**src/rtl/fifo_rd_fwft.sv**
```systemverilog
// First-word-fall-through read adapter: issues rinc, captures rdata one cycle later.
// Optional `level` port (occ + inflight) exists when FWFT_LEVEL_EN is defined.
module fifo_rd_fwft #(
  parameter int DATA = 8
) (
  input  logic            rclk,
  input  logic            rrst_n,
  input  logic            rempty,
  input  logic [DATA-1:0] rdata,
  output logic            rinc,
  output logic            m_valid,
  output logic [DATA-1:0] m_data,
  input  logic            m_ready
`ifdef FWFT_LEVEL_EN
  ,
  output logic [1:0]      level
`endif
);

  logic            run;
  logic            inflight;
  logic [1:0]      occ;
  logic [DATA-1:0] buf0;
  logic [DATA-1:0] buf1;

  logic            pop;
  logic [2:0]      fill;
  logic [1:0]      slot;

  assign m_valid = (occ != 2'd0);
  assign m_data  = buf0;
  assign pop     = m_valid & m_ready;

  // Words held after this cycle's pop, counting the one arriving now.
  assign fill = {1'b0, occ} + {2'b0, inflight} - {2'b0, pop};
  assign slot = occ - {1'b0, pop};
  assign rinc = run & ~rempty & (fill < 3'd2);

  always_ff @(posedge rclk or negedge rrst_n) begin
    if (!rrst_n) begin
      run      <= 1'b0;
      inflight <= 1'b0;
      occ      <= 2'd0;
    end else begin
      run      <= 1'b1;
      inflight <= rinc;
      occ      <= fill[1:0];
    end
  end

  // Shift on pop first; a capture then lands in the first free slot.
  always_ff @(posedge rclk or negedge rrst_n) begin
    if (!rrst_n) begin
      buf0 <= '0;
      buf1 <= '0;
    end else begin
      if (pop) begin
        buf0 <= buf1;
      end
      if (inflight) begin
        if (slot == 2'd0) begin
          buf0 <= rdata;
        end else begin
          buf1 <= rdata;
        end
      end
    end
  end

`ifdef FWFT_LEVEL_EN
  assign level = occ + {1'b0, inflight};
`endif

  a_no_overflow: assert property (
    @(posedge rclk) disable iff (!rrst_n)
    !(inflight && (occ == 2'd2) && !pop)
  );

endmodule

```
**config.mk**
```make
export PLATFORM = sky130hd
export DESIGN_NAME = fifo_rd_fwft
export DESIGN_NICKNAME = d
export VERILOG_FILES = /design/src/rtl/fifo_rd_fwft.sv
export SDC_FILE = /design/constraint.sdc
export NUM_CORES = 1
export LEC_CHECK = 0
export ABC_AREA = 1
export ABC_CLOCK_PERIOD_IN_PS = 2750
export CORE_MARGIN = 2
export CORE_UTILIZATION = 45
export CTS_CLUSTER_SIZE = 10
export DETAILED_ROUTE_END_ITERATION = 6
export GPL_TIMING_DRIVEN = 0
export HOLD_SLACK_MARGIN = 0.03
export PLACE_DENSITY = 0.73
export SYNTH_ARGS = -nofsm -noshare
export SYNTH_HDL_FRONTEND = slang
export SYNTH_SLANG_ARGS = --single-unit
```
**constraint.sdc**
```tcl
create_clock -name rclk -period 2.75 [get_ports rclk]
set_clock_uncertainty 0.05 [all_clocks]
set_input_delay 0.55 -clock rclk [delete_from_list [all_inputs] [get_ports rclk]]
set_output_delay 0.55 -clock rclk [all_outputs]
set_load 0.05 [all_outputs]
```
=== Word level (Yosys, flattened, before mapping) ===
Cells that the tools add are included.

* Input bits: 12
* Word-level logic and storage cells: 20
* Flip-flop bits (word level): 20
* Output and inout bits: 10

* Bitwise gates (word level): 5
* Add/sub/neg operators: 3
* $lt $le $gt $ge: 1
* Muxes and demuxes: 3
* Reduce and logical (&&, ||, !) cells: 3

{| class="wikitable"
|+ Operator list
! operator !! number
|-
| $mux W8 || 3
|-
| $add A2 B1 Y3 || 1
|-
| $and A1 B1 Y1 || 3
|-
| $lt A3 B2 Y1 const B || 1
|-
| $sub A3 B1 Y3 || 1
|-
| $logic_not A2 Y1 || 1
|-
| $not A1 Y1 || 2
|-
| $reduce_and A2 Y1 || 1
|-
| $reduce_bool A2 Y1 || 1
|-
| $sub A2 B1 Y2 || 1
|}

=== Logic depth before layout (Yosys ltp) ===
Gate-level depths: netlist of the first run.

* Word-level depth: 6
* Depth in mapped cells: 7
* Mapped depth without buffers: 7

=== Worst setup path after synthesis of the first run ===
OpenSTA, ideal clock, no wires.

* Kind: input port to output port
* Start: in m_ready
* End: out rinc
* Path buffers: 1
* Stages on the path: 6
* Required time: 2,150 ps
* Slack: -502 ps
* Arrival time: 2,652 ps
* Path through: buf_4 -> nand3_1 -> nand2_1 -> ha_1 -> fa_1 -> nor3_1

* Longest elaborated chain between the ends: 4

{| class="wikitable"
|+ RTL lines
! what !! line !! source
|-
| from (decl) || 13 || <nowiki>input logic m_ready</nowiki>
|-
| $and A1 B1 Y1 || 32 || <nowiki>assign pop = m_valid & m_ready;</nowiki>
|-
| $sub A3 B1 Y3 || 35 || <nowiki>assign fill = {1'b0, occ} + {2'b0, inflight} - {2'b0, pop};</nowiki>
|-
| named net fill[1] || 27 || <nowiki>logic [2:0] fill;</nowiki>
|-
| $lt A3 B2 Y1 || 37 || <nowiki>assign rinc = run & ~rempty & (fill < 3'd2);</nowiki>
|-
| $and A1 B1 Y1 || 37 ||
|-
| to (decl) || 10 || <nowiki>output logic rinc,</nowiki>
|}

The timed path passes the listed nets, and every way through them passes these cells.

=== Worst setup path in the final report of the first run ===
* Start: reg occ[0]
* End: out rinc

* Longest elaborated chain between the ends: 5
* Elaborated cells on any way between the ends: 6
* Classes of those cells: add/sub (2); order compare (1); bitwise (2); reduce/logical (1)

{| class="wikitable"
|+ RTL lines
! what !! line !! source
|-
| from (decl) || 22 || <nowiki>logic [1:0] occ;</nowiki>
|-
| from (signal assigned) || 47 || <nowiki>occ <= fill[1:0];</nowiki>
|-
| branches (longest 2 deep; another with $add A2 B1 Y3) || n/a ||
|-
| $sub A3 B1 Y3 (*) || 35 ||
|-
| named net fill[1] || 27 ||
|-
| $lt A3 B2 Y1 (*) || 37 ||
|-
| $and A1 B1 Y1 (*) || 37 ||
|}

Mark *: on every way through the listed nets, which the timed path passes.

==> impl_summary.txt, run 1 <==
----------------------------------------------------
[Clocking]
  Inserted Clock Buffers ... 3
  Deepest clock path buffer count ... 2
  Clk Tree Root Cell ... sky130_fd_sc_hd__clkbuf_4
  Number of clock sinks ... 20
  Clock transition at path regs ... 0.12 ns
  Number of H-tree levels ... 1
  Hold_buf cts ... 0
  Clock tree from TritonCTS ... done
  Clock latency of the later-clocked register in the worst-skew pair ... 0.31 ns

[Timing]
  Final WS setup ... 0.0913 ns
  Share of the cycle needed by the critical path after routing ... 0.967
  Worst slew margin relative to its limit ... 0.412
  Worst slack on hold paths ... 0.434 ns
  Fmax ... 376 MHz
  Final Hold Violating Endpoints ... 0
  Post-Route Setup TNS ... 0 ns
  Time the worst path needs with I/O delays and setup ... 2.66 ns
  Worst-margin pin slew ... 0.879 ns
  Count of endpoints failing setup in the final report ... 0
  Final Max Tran Viols ... 0

[Outcome]
  Status ... complete, no violations

[Routing]
  Highest signal layer in the routed design ... met4
  Vias ... 833
  Detail Route met3 WL ... 72 um
  Met2 wire len ... 1.03 mm
  Wire per inst ... 11.6 um
  Wire length on met1 ... 876 um
  Iteration-0 DRC Markers ... 8
  DRT Wirelength ... 2.05 mm
  Length of the first detailed-routing pass in iterations ... 4
  DRC violation count after routing ... 0
  Vias per cell ... 4.73
  Remaining number of nets flagged by the antenna check after routing ... 0

[Setup path]
  Path depth of the worst reg2reg path ... 7
  Critical path capture point type ... output pin
  Setup crit start kind ... register
  CP required ... 2.15 ns
  Start of the worst register-to-register path ... occ[0]
  Worst Path Max Fanout ... 3
  Worst reg2reg setup slack ... 0.96 ns
  Critical path start-end classification ... reg2out
  Arrival time of data at the critical path endpoint ... 2.06 ns
  Critical R2R Capture ... inflight

[Synth]
  Gate count of the mapped netlist ... 121
  Post-synthesis sequential area ratio ... 0.503
  Number of nets in the synthesized netlist ... 135
  Count of flip-flops with a built-in enable after synthesis ... 0
  Most numerous cell in the Yosys netlist ... sky130_fd_sc_hd__nand2_1
  Synth Cell Area ... 996 um2
  Post-synth ARST share ... 1.00
  Top post-synthesis cells by count ... 42 x sky130_fd_sc_hd__nand2_1, 25 x sky130_fd_sc_hd__nand3_1, 20 x sky130_fd_sc_hd__dfrtp_1
  Synth Flop Type ... sky130_fd_sc_hd__dfrtp_1
  Top cell type's share of synthesized area ... 0.503
  Biggest area consumer among synthesized cells ... sky130_fd_sc_hd__dfrtp_1
  Flop and latch count out of synthesis ... 20
  Post-Synthesis Mean Instance Area ... 8.23 um2
  Yosys Warn Count ... 0
  Area contributors post-synth ... sky130_fd_sc_hd__dfrtp_1 50%, sky130_fd_sc_hd__nand2_1 16%, sky130_fd_sc_hd__nand3_1 13%
  Distinct cell type count after synthesis ... 16

[Placed design]
  Detail Placement HPWL ... 1.48 mm
  Count of port buffers added during placement ... 21
  Post-Place Setup Slack ... -0.972 ns
  Instance count after placement with tap cells included ... 170
  Weighted congestion at the end of routability-driven global placement ... 0.825

[Cells and area]
  Final design utilization ... 0.616
  Area growth syn-to-layout ... 32.9%
  Filler cell count in the final layout ... 190
  Net total in the final layout ... 163
  Final non-filler cell total ... 176
  Share of final-layout standard cells stronger than drive strength 1 ... 0.162
  Antenna Cells ... 0

[Floorplanning]
  Die area ... 2610 um2
  I/O pin cnt ... 22
  Floorplan die width ... 51.0 um
  Chip height ... 51.0 um
  Effective utilization at floorplan ... 0.464
  Number of rows in the core area ... 17
  Core area ... 2150 um2

[Worst hold path]
  Hold path startpoint ... buf1[7]
  Min-Delay Endpoint ... buf1[7]
  Hold Path Depth ... 2
  Worst min-delay path category ... reg2reg

[Global route]
  Congestion Overflow GR ... 0
  Number of global-route vias before repair ... 790
  Maximum number of pins on one net before global-route repair ... 21
  Total routing usage reported by global routing ... 0.195
  Initial antenna violation count ... 0
  Global-route wire length before repair ... 3.60 mm

[Flow run]
  Maxcap violations ... 0

[Power]
  Pleak ... 0.691 nW
  Peak supply drop ... 0.597 mV
  Total power density per cell area ... 1200 nW/um2

----------------------------------------------------
-- power by group --
part	switching [mW]	internal, mW	total, mW	leakage (nW)
registers	0.0785	0.425	0.504	0.246
clock network	0.0967	0.0810	0.178	0.0210
logic	0.593	0.317	0.910	0.424
total	0.768	0.823	1.59	0.691
-- cell usage in the layout (no fill, tap or decap) --
master,count
sky130_fd_sc_hd__inv_2,2
sky130_fd_sc_hd__nand2_4,3
sky130_fd_sc_hd__fa_2,1
sky130_fd_sc_hd__buf_4,3
sky130_fd_sc_hd__buf_6,2
sky130_fd_sc_hd__nand2_1,41
sky130_fd_sc_hd__inv_1,18
sky130_fd_sc_hd__clkbuf_4,3
sky130_fd_sc_hd__nand3_1,24
sky130_fd_sc_hd__clkbuf_8,1
sky130_fd_sc_hd__dfrtp_1,20
sky130_fd_sc_hd__nand2_2,2
sky130_fd_sc_hd__nand3_4,2
sky130_fd_sc_hd__conb_1,1
sky130_fd_sc_hd__clkbuf_2,1
sky130_fd_sc_hd__xnor2_1,1
sky130_fd_sc_hd__nor3_4,1
sky130_fd_sc_hd__o21ai_2,1
sky130_fd_sc_hd__ha_2,1
sky130_fd_sc_hd__inv_4,1
sky130_fd_sc_hd__clkdlybuf4s50_1,19
-- sequential cells by signal, indices dropped and copies added, names as in the netlist --
register / count
occ: 2
inflight: 1
buf1: 8
run: 1
m_data: 8
-- repair_timing --
action | CTS | global route
resized for setup | 12 | 5
buffers inserted | 1 | 1
pin swaps | 2 | 2
setup endpoints to repair | 1 | 1
-- kinds of logic (layout without fill, tap and decap cells) --
group,Yosys count,in the layout,synth area share
fa+ha+maj,2,2,0.0327
simple gates,73,73,0.347
buf+inv,23,50,0.0967
other cells,1,1,0.00377
flops,20,20,0.503
compound gates,1,1,0.00880
xor+xnor,1,1,0.00880
-- worst max path at each step --
stage | from | end | cells after the start
2_1_floorplan | m_ready | rinc | 6
3_3_place_gp | m_ready | rinc | 8
3_5_place_dp | m_ready | rinc | 8
4_1_cts | m_ready | rinc | 8
5_1_grt | occ[0] | rinc | 7
6_report | occ[0] | rinc | 7
-- worst max-delay path, stage by stage, from the launching register on --
cell                      delay (ns)
sky130_fd_sc_hd__dfrtp_1        0.44
sky130_fd_sc_hd__inv_2          0.12
sky130_fd_sc_hd__nand3_4        0.08
sky130_fd_sc_hd__nand2_2        0.06
sky130_fd_sc_hd__ha_2           0.16
sky130_fd_sc_hd__fa_2           0.46
sky130_fd_sc_hd__nor3_4         0.23
sky130_fd_sc_hd__buf_6          0.18
-- cell type report --
| cell class | instances | area [um2] | area share |
|---|---|---|---|
| well taps | 28 | 35.0 | 0.0265 |
| flip-flops and latches | 20 | 500 | 0.378 |
| inverters | 21 | 81.3 | 0.0614 |
| plain buffers | 2 | 18.8 | 0.0142 |
| repair buffers | 23 | 221 | 0.167 |
| clock buffers | 4 | 36.3 | 0.0274 |
| multi-input cells | 78 | 430 | 0.325 |
-- routing by layer --
metal	GRT usage	vias to the layer above
met1	0.248	382
met5	0	-
li1	-	422
met4	0.126	0
met2	0.312	22
met3	0.0263	7
-- stage by stage --
| stage | power, mW | area, um2 |
|---|---|---|
| after floorplan | 1.15 | 1010 |
| after global placement | 1.38 | 1250 |
| after detailed placement | 1.40 | 1250 |
| after CTS | 1.59 | 1310 |
| after global routing | 1.72 | 1320 |
| final | 1.59 | 1320 |
No activity file was read; power rests on OpenSTA's default activity.
==> run 2, diff against run 1 <==
--- a/config.mk
+++ b/config.mk
@@ -11,9 +11,10 @@
 export CORE_UTILIZATION = 45
 export CTS_CLUSTER_SIZE = 10
 export DETAILED_ROUTE_END_ITERATION = 6
+export DONT_BUFFER_PORTS = 1
 export GPL_TIMING_DRIVEN = 0
 export HOLD_SLACK_MARGIN = 0.03
-export PLACE_DENSITY = 0.73
+export PLACE_DENSITY = 0.61
 export SYNTH_ARGS = -nofsm -noshare
 export SYNTH_HDL_FRONTEND = slang
 export SYNTH_SLANG_ARGS = --single-unit
==> run 2 against run 1 <==
Compared with the run above:
- cell area shrank 16%
- global-route usage is 2.5 points lower
- largest power group is now registers
- setup slack got worse by 0.058 ns
- via count fell by 14%
- die area stayed put
- cell count decreased by 11%
- critical endpoint unchanged
- combinational power decreased by 40%
- count of clock-buffer cells in the layout stayed put
- critical path depth fell by 1
- wire length down 7.9%
==> impl_summary.txt, run 2 (synthesis results as in run 1) <==
----------------------------------------------------
[Cells and area]
  Filler cell count in the final layout ... 224
  Antenna Cells ... 0
  Final non-filler cell area ... 1110 um2
  Final design utilization ... 0.517
  Area growth syn-to-layout ... 11.6%
  Net total in the final layout ... 143
  Top library cells by usage in the layout, fill and taps aside ... 42 x sky130_fd_sc_hd__nand2_1, 24 x sky130_fd_sc_hd__nand3_1, 20 x sky130_fd_sc_hd__dfrtp_1
  Commonest non-fill, non-tap cell in the layout ... sky130_fd_sc_hd__nand2_1
  Final non-filler cell total ... 156
  Share of final-layout standard cells stronger than drive strength 1 ... 0.156

[Setup path]
  Critical path start-end classification ... reg2out
  Setup crit start kind ... register
  Arrival time of data at the critical path endpoint ... 2.12 ns
  Worst Path Max Fanout ... 3
  Cell at the slowest stage of the critical path ... sky130_fd_sc_hd__nor3_4
  Path depth of the worst reg2reg path ... 6
  Delay of the slowest critical-path stage ... 0.50 ns
  CP required ... 2.15 ns
  Worst path cell trace ... inv_2, nand3_2, nand2_1, ha_1, fa_2, nor3_4
  Critical path capture point type ... output pin

[Worst hold path]
  Hold Path Depth ... 2
  Worst min-delay path category ... in2reg

[Timing]
  Count of endpoints failing setup in the final report ... 0
  Time the worst path needs with I/O delays and setup ... 2.72 ns
  Worst slew margin relative to its limit ... 0.403
  Worst-margin pin slew ... 0.892 ns
  Post-Route Setup TNS ... 0 ns
  RSZ-0062 raised after global routing ... true
  Final Hold Violating Endpoints ... 0
  Fmax ... 368 MHz
  Share of the cycle needed by the critical path after routing ... 0.988
  Final Max Tran Viols ... 0

[Placed design]
  Count of port buffers added during placement ... 0
  Instance count after placement with tap cells included ... 149
  Total placed instance area ... 1040 um2
  Detail Placement HPWL ... 1.42 mm
  Weighted congestion at the end of routability-driven global placement ... 0.769

[Clocking]
  Clock latency of the later-clocked register in the worst-skew pair ... 0.30 ns
  Deepest clock path buffer count ... 2
  Number of clock sinks ... 20
  Clk Tree Root Cell ... sky130_fd_sc_hd__clkbuf_4
  Clock transition at path regs ... 0.12 ns
  Clock tree from TritonCTS ... done
  Inserted Clock Buffers ... 3
  Number of H-tree levels ... 1

[Routing]
  Iteration-0 DRC Markers ... 9
  Wire per inst ... 12.1 um
  Remaining number of nets flagged by the antenna check after routing ... 0
  Vias ... 715
  Length of the first detailed-routing pass in iterations ... 2
  DRT Wirelength ... 1.88 mm
  DRC violation count after routing ... 0
  Vias per cell ... 4.58

[Global route]
  Global-route wire length before repair ... 3.20 mm
  Initial antenna violation count ... 0
  Number of global-route vias before repair ... 704
  Congestion Overflow GR ... 0
  Total routing usage reported by global routing ... 0.170
  Maximum number of pins on one net before global-route repair ... 21

[Floorplanning]
  Die area ... 2610 um2
  Number of rows in the core area ... 17
  Core area ... 2150 um2
  Chip height ... 51.0 um
  I/O pin cnt ... 22
  Effective utilization at floorplan ... 0.464
  Floorplan die width ... 51.0 um

[Power]
  Internal portion of total power ... 698 uW
  Sequential Power Share ... 0.498
  Final total power ... 1.44 mW
  Combinational cell fraction of total power ... 0.380
  Clock share of power ... 0.122
  Peak supply drop ... 0.678 mV
  Total power density per cell area ... 1300 nW/um2
  Net switching power figure ... 743 uW
  Pleak ... 0.612 nW
  Sw Ratio ... 0.516

[Outcome]
  Status ... complete, no violations

[Flow run]
  Maxcap violations ... 0

----------------------------------------------------
==> run 2: changes by cell type in the layout (fill, tap and decap cells not counted), sizes merged <==
cell / previous run / this run
clkdlybuf4s50: 19 / 0
clkbuf: 5 / 4
buf: 5 / 4
dlygate4sd3: 0 / 1
==> run 2: power by group through the flow <==
stage	logic, mW	clock network, mW	registers (mW)
floorplan	0.437	0	0.712
global placement	0.495	0	0.725
detailed placement	0.507	0	0.734
CTS	0.556	0.181	0.720
global route	0.631	0.192	0.734
finish	0.548	0.175	0.718
==> run 2: critical path: cells and delay by family, from the launching register on <==
family / cells / cell delay (ns)
adders and majority gates: 2 / 0.63
and+or+nand+nor: 3 / 0.66
DFF: 1 / 0.43
buffers and inverters: 1 / 0.09
==> run 2: repair_timing <==
item / 4_1_cts / 5_1_grt
pin swaps: 1 / 0
endpoints found under the hold margin: 20 / 0
gates resized for setup: 3 / 0
setup buffers: 2 / 0
cloned: 0 / 0
hold buffers: 1 / 0
endpoints found under the setup margin: 1 / 1
==> run 2: final timing paths <==
check | slack [ns] | endpoint | start
setup / recovery | 0.03 | rinc | occ[0]
hold / removal | 0.30 | m_data[0] | rdata[0]
setup reg to reg | 0.73 | inflight | occ[0]
hold reg to reg | 0.44 | buf1[4] | buf1[4]
max in group asynchronous | 1.36 | occ[0] | rrst_n
min in group asynchronous | 0.75 | m_data[2] | rrst_n
==> run 2: final cells by class <==
class                           instances  area, um2  share of cell area
Tap cell                               28       35.0              0.0315
Clock buffer                            4       36.3              0.0327
Sequential cell                        20        500               0.450
Multi-Input combinational cell         78        418               0.376
Buffer                                  2       15.0              0.0135
Inverter                               21       81.3              0.0732
Timing Repair Buffer                    3       25.0              0.0225
==> run 2: per-layer routing <==
metal | track usage | part of all wire | up-vias | wire length (um)
met5 | 0 | 0 | - | 0
met4 | 0.0811 | 0.013 | 0 | 24
met3 | 0.0439 | 0.048 | 4 | 90
met2 | 0.281 | 0.47 | 14 | 893
met1 | 0.205 | 0.46 | 311 | 876
li1 | - | - | 386 | -
==> run 2: metrics by stage <==
stage               hold WS, ns  worst slack [ns]
global route              0.298           -0.0587
finish                    0.304            0.0334
CTS                       0.296            0.0145
floorplan                 0.204            0.0961
global placement          0.205            0.0281
detailed placement        0.205            0.0248
==> variant (flow settings as in run 1) <==
The option `FWFT_LEVEL_EN` is turned on by a define.
--- a/src/rtl/fifo_rd_fwft.sv
+++ b/src/rtl/fifo_rd_fwft.sv
@@ -2,2 +2,4 @@
 // Optional `level` port (occ + inflight) exists when FWFT_LEVEL_EN is defined.
+`define FWFT_LEVEL_EN
+
 module fifo_rd_fwft #(
Function (old outputs only; new: level): kept (equiv_simple and equiv_induct, registers matched by name and starting in step).
==> variant against run 1 <==
Synthesized area increased by 2.6%; worst setup slack improved by 23 ps; via count decreased by 0.36%; routed wire length decreased by 4.1%; power increased by 5.9%; design area increased by 2.6%; sequential power increased by 3%; sequential cell count unchanged; maximum frequency increased by 0.89%; largest cell class unchanged.
==> variant: results (changes against run 1) <==
| Metric | Value |
|---|---|
| Worst Path Max Fanout | `4 (was 3)` |
| R2R depth | `7 (unchanged)` |
| RR Startpoint | `occ[0] (unchanged)` |
| Synth top area cells | `dfrtp_1 49%, nand2_1 16%, nand3_1 12%, inv_1 7.0%, nand2_4 3.3% (was dfrtp_1 50%, nand2_1 16%, nand3_1 13%, inv_1 7.2%, nand2_4 3.4%)` |
| Leak Pwr | `0.706 nW (was 0.691 nW)` |
| Run status | `finished, final reports clean (unchanged)` |
| Slew margin rel. | `41.3% (was 41.2%)` |
| GRT Total Usage | `18.1% (was 19.5%)` |
| Ys async rst share | `100% (unchanged)` |
| Peak VDD IR | `0.617 mV (was 0.597 mV)` |
| DP Area | `1290 um^2 (was 1250 um^2)` |
| Placer Congestion | `0.834 (was 0.825)` |
| Final wirelength | `1960 um (was 2050 um)` |
| Post-DP HPWL | `1500 um (was 1480 um)` |
| Wire length on met3 | `47 um (was 72 um)` |
| Hold Crit Depth | `2 (unchanged)` |
| Vias in the first global route | `770 (was 790)` |
| Syn nets | `138 (was 135)` |
| Clk Latency, worst-skew pair | `290 ps (was 310 ps)` |
| Iter 0 DRT Violations | `13 (was 8)` |
| Yosys warning count | `0 (unchanged)` |
| First-pass GRT wire length | `3590 um (was 3600 um)` |
| Top post-synthesis cells by count | `43 x nand2_1, 25 x nand3_1, 20 x dfrtp_1 (was 42 x nand2_1, 25 x nand3_1, 20 x dfrtp_1)` |
| Avg WL per Cell | `11.0 um (was 11.6 um)` |
| DR vias/cell | `4.64 (was 4.73)` |
| H-tree Lvls | `1 (unchanged)` |
| Pre-CTS setup slack | `-972 ps (about the same)` |
| Terminus of the critical flop-to-flop path | `inflight (unchanged)` |
| Share of cells above drive strength 1 | `16.6% (was 16.2%)` |
| DR pass1 iterations | `4 (unchanged)` |
| Synthesized area per cell | `8.31 um^2 (was 8.23 um^2)` |
| M1 WL | `930 um (was 876 um)` |
| Arrival @ worst endpoint | `2040 ps (was 2060 ps)` |
| Post-synth top flop | `dfrtp_1 (unchanged)` |
| Initial antenna violation count | `0 (unchanged)` |
| Dpl cells | `174 (was 170)` |
| Hold slack | `436 ps (was 434 ps)` |
| Sw power | `847 uW (was 768 uW)` |
| Met2 wire length | `967 um (was 1030 um)` |
| Fin nets | `168 (was 163)` |
| Seq/Total Area, Yosys | `49.0% (was 50.3%)` |
| Highest routed layer | `met4 (unchanged)` |
| Port bufs | `23 (was 21)` |
variant: layout make-up:
class,instances,area [um^2]
buffer,2,21.3
clock buffer,3,22.5
fill,188,811
inverter,21,83.8
multi-input combinational,80,452
sequential,20,503
tap,28,35.0
timing repair buffer,25,241
variant: cell families after synthesis:
kind of cell	count (synthesis)	synth area share (%)
other	1	0.367
xor gates and xnor gates	2	1.71
DFF	20	49.0
buffers and inverters	23	9.67
adders and majority gates	3	4.41
AOI/OAI and AO/OA	1	0.857
and+or+nand+nor	73	34.0
variant: per-layer routing:
metal | GRT usage (%) | vias up
met5 | 0 | -
met3 | 2.59 | 2
li1 | - | 435
met4 | 5.26 | 0
met1 | 27.1 | 379
met2 | 27.1 | 14
variant: power groups by stage:
stage,Clock (mW),Sequential [mW],Combinational (mW)
after CTS,0.137,0.514,1.03
after global placement,0,0.509,0.997
after floorplan,0,0.719,0.528
final,0.132,0.521,1.03
after global routing,0.154,0.540,1.13
after detailed placement,0,0.518,1.01
variant: how the worst max path moves through the flow:
stage	startpoint	endpoint	slack (ps)
6_report	occ[0]	rinc	110
5_1_grt	occ[0]	rinc	0.7
4_1_cts	m_ready	rinc	30
3_5_place_dp	m_ready	rinc	-970
3_3_place_gp	m_ready	rinc	-950
2_1_floorplan	m_ready	rinc	80
variant: per-stage QoR:
stage | setup TNS, ps | util (%)
2_1_floorplan | 0 | -
3_3_place_gp | -947 | 59.6
3_5_place_dp | -972 | 59.6
4_1_cts | 0 | 62.2
5_1_grt | 0 | 62.6
6_report | 0 | 62.6
variant: worst max-delay path, cell delays in order, from the launching register on:
cell and delay [ps]:
dfrtp_2 460, inv_2 110, nand3_4 80, nand2_2 70, ha_2 160, fa_2 460
nor3_4 220, buf_6 180
variant: timing repair:
action | CTS | global route
endpoints found under the setup margin | 1 | 1
resized for setup | 13 | 7
pin swaps | 3 | 3
setup buffers | 2 | 0
cloned | 0 | 0
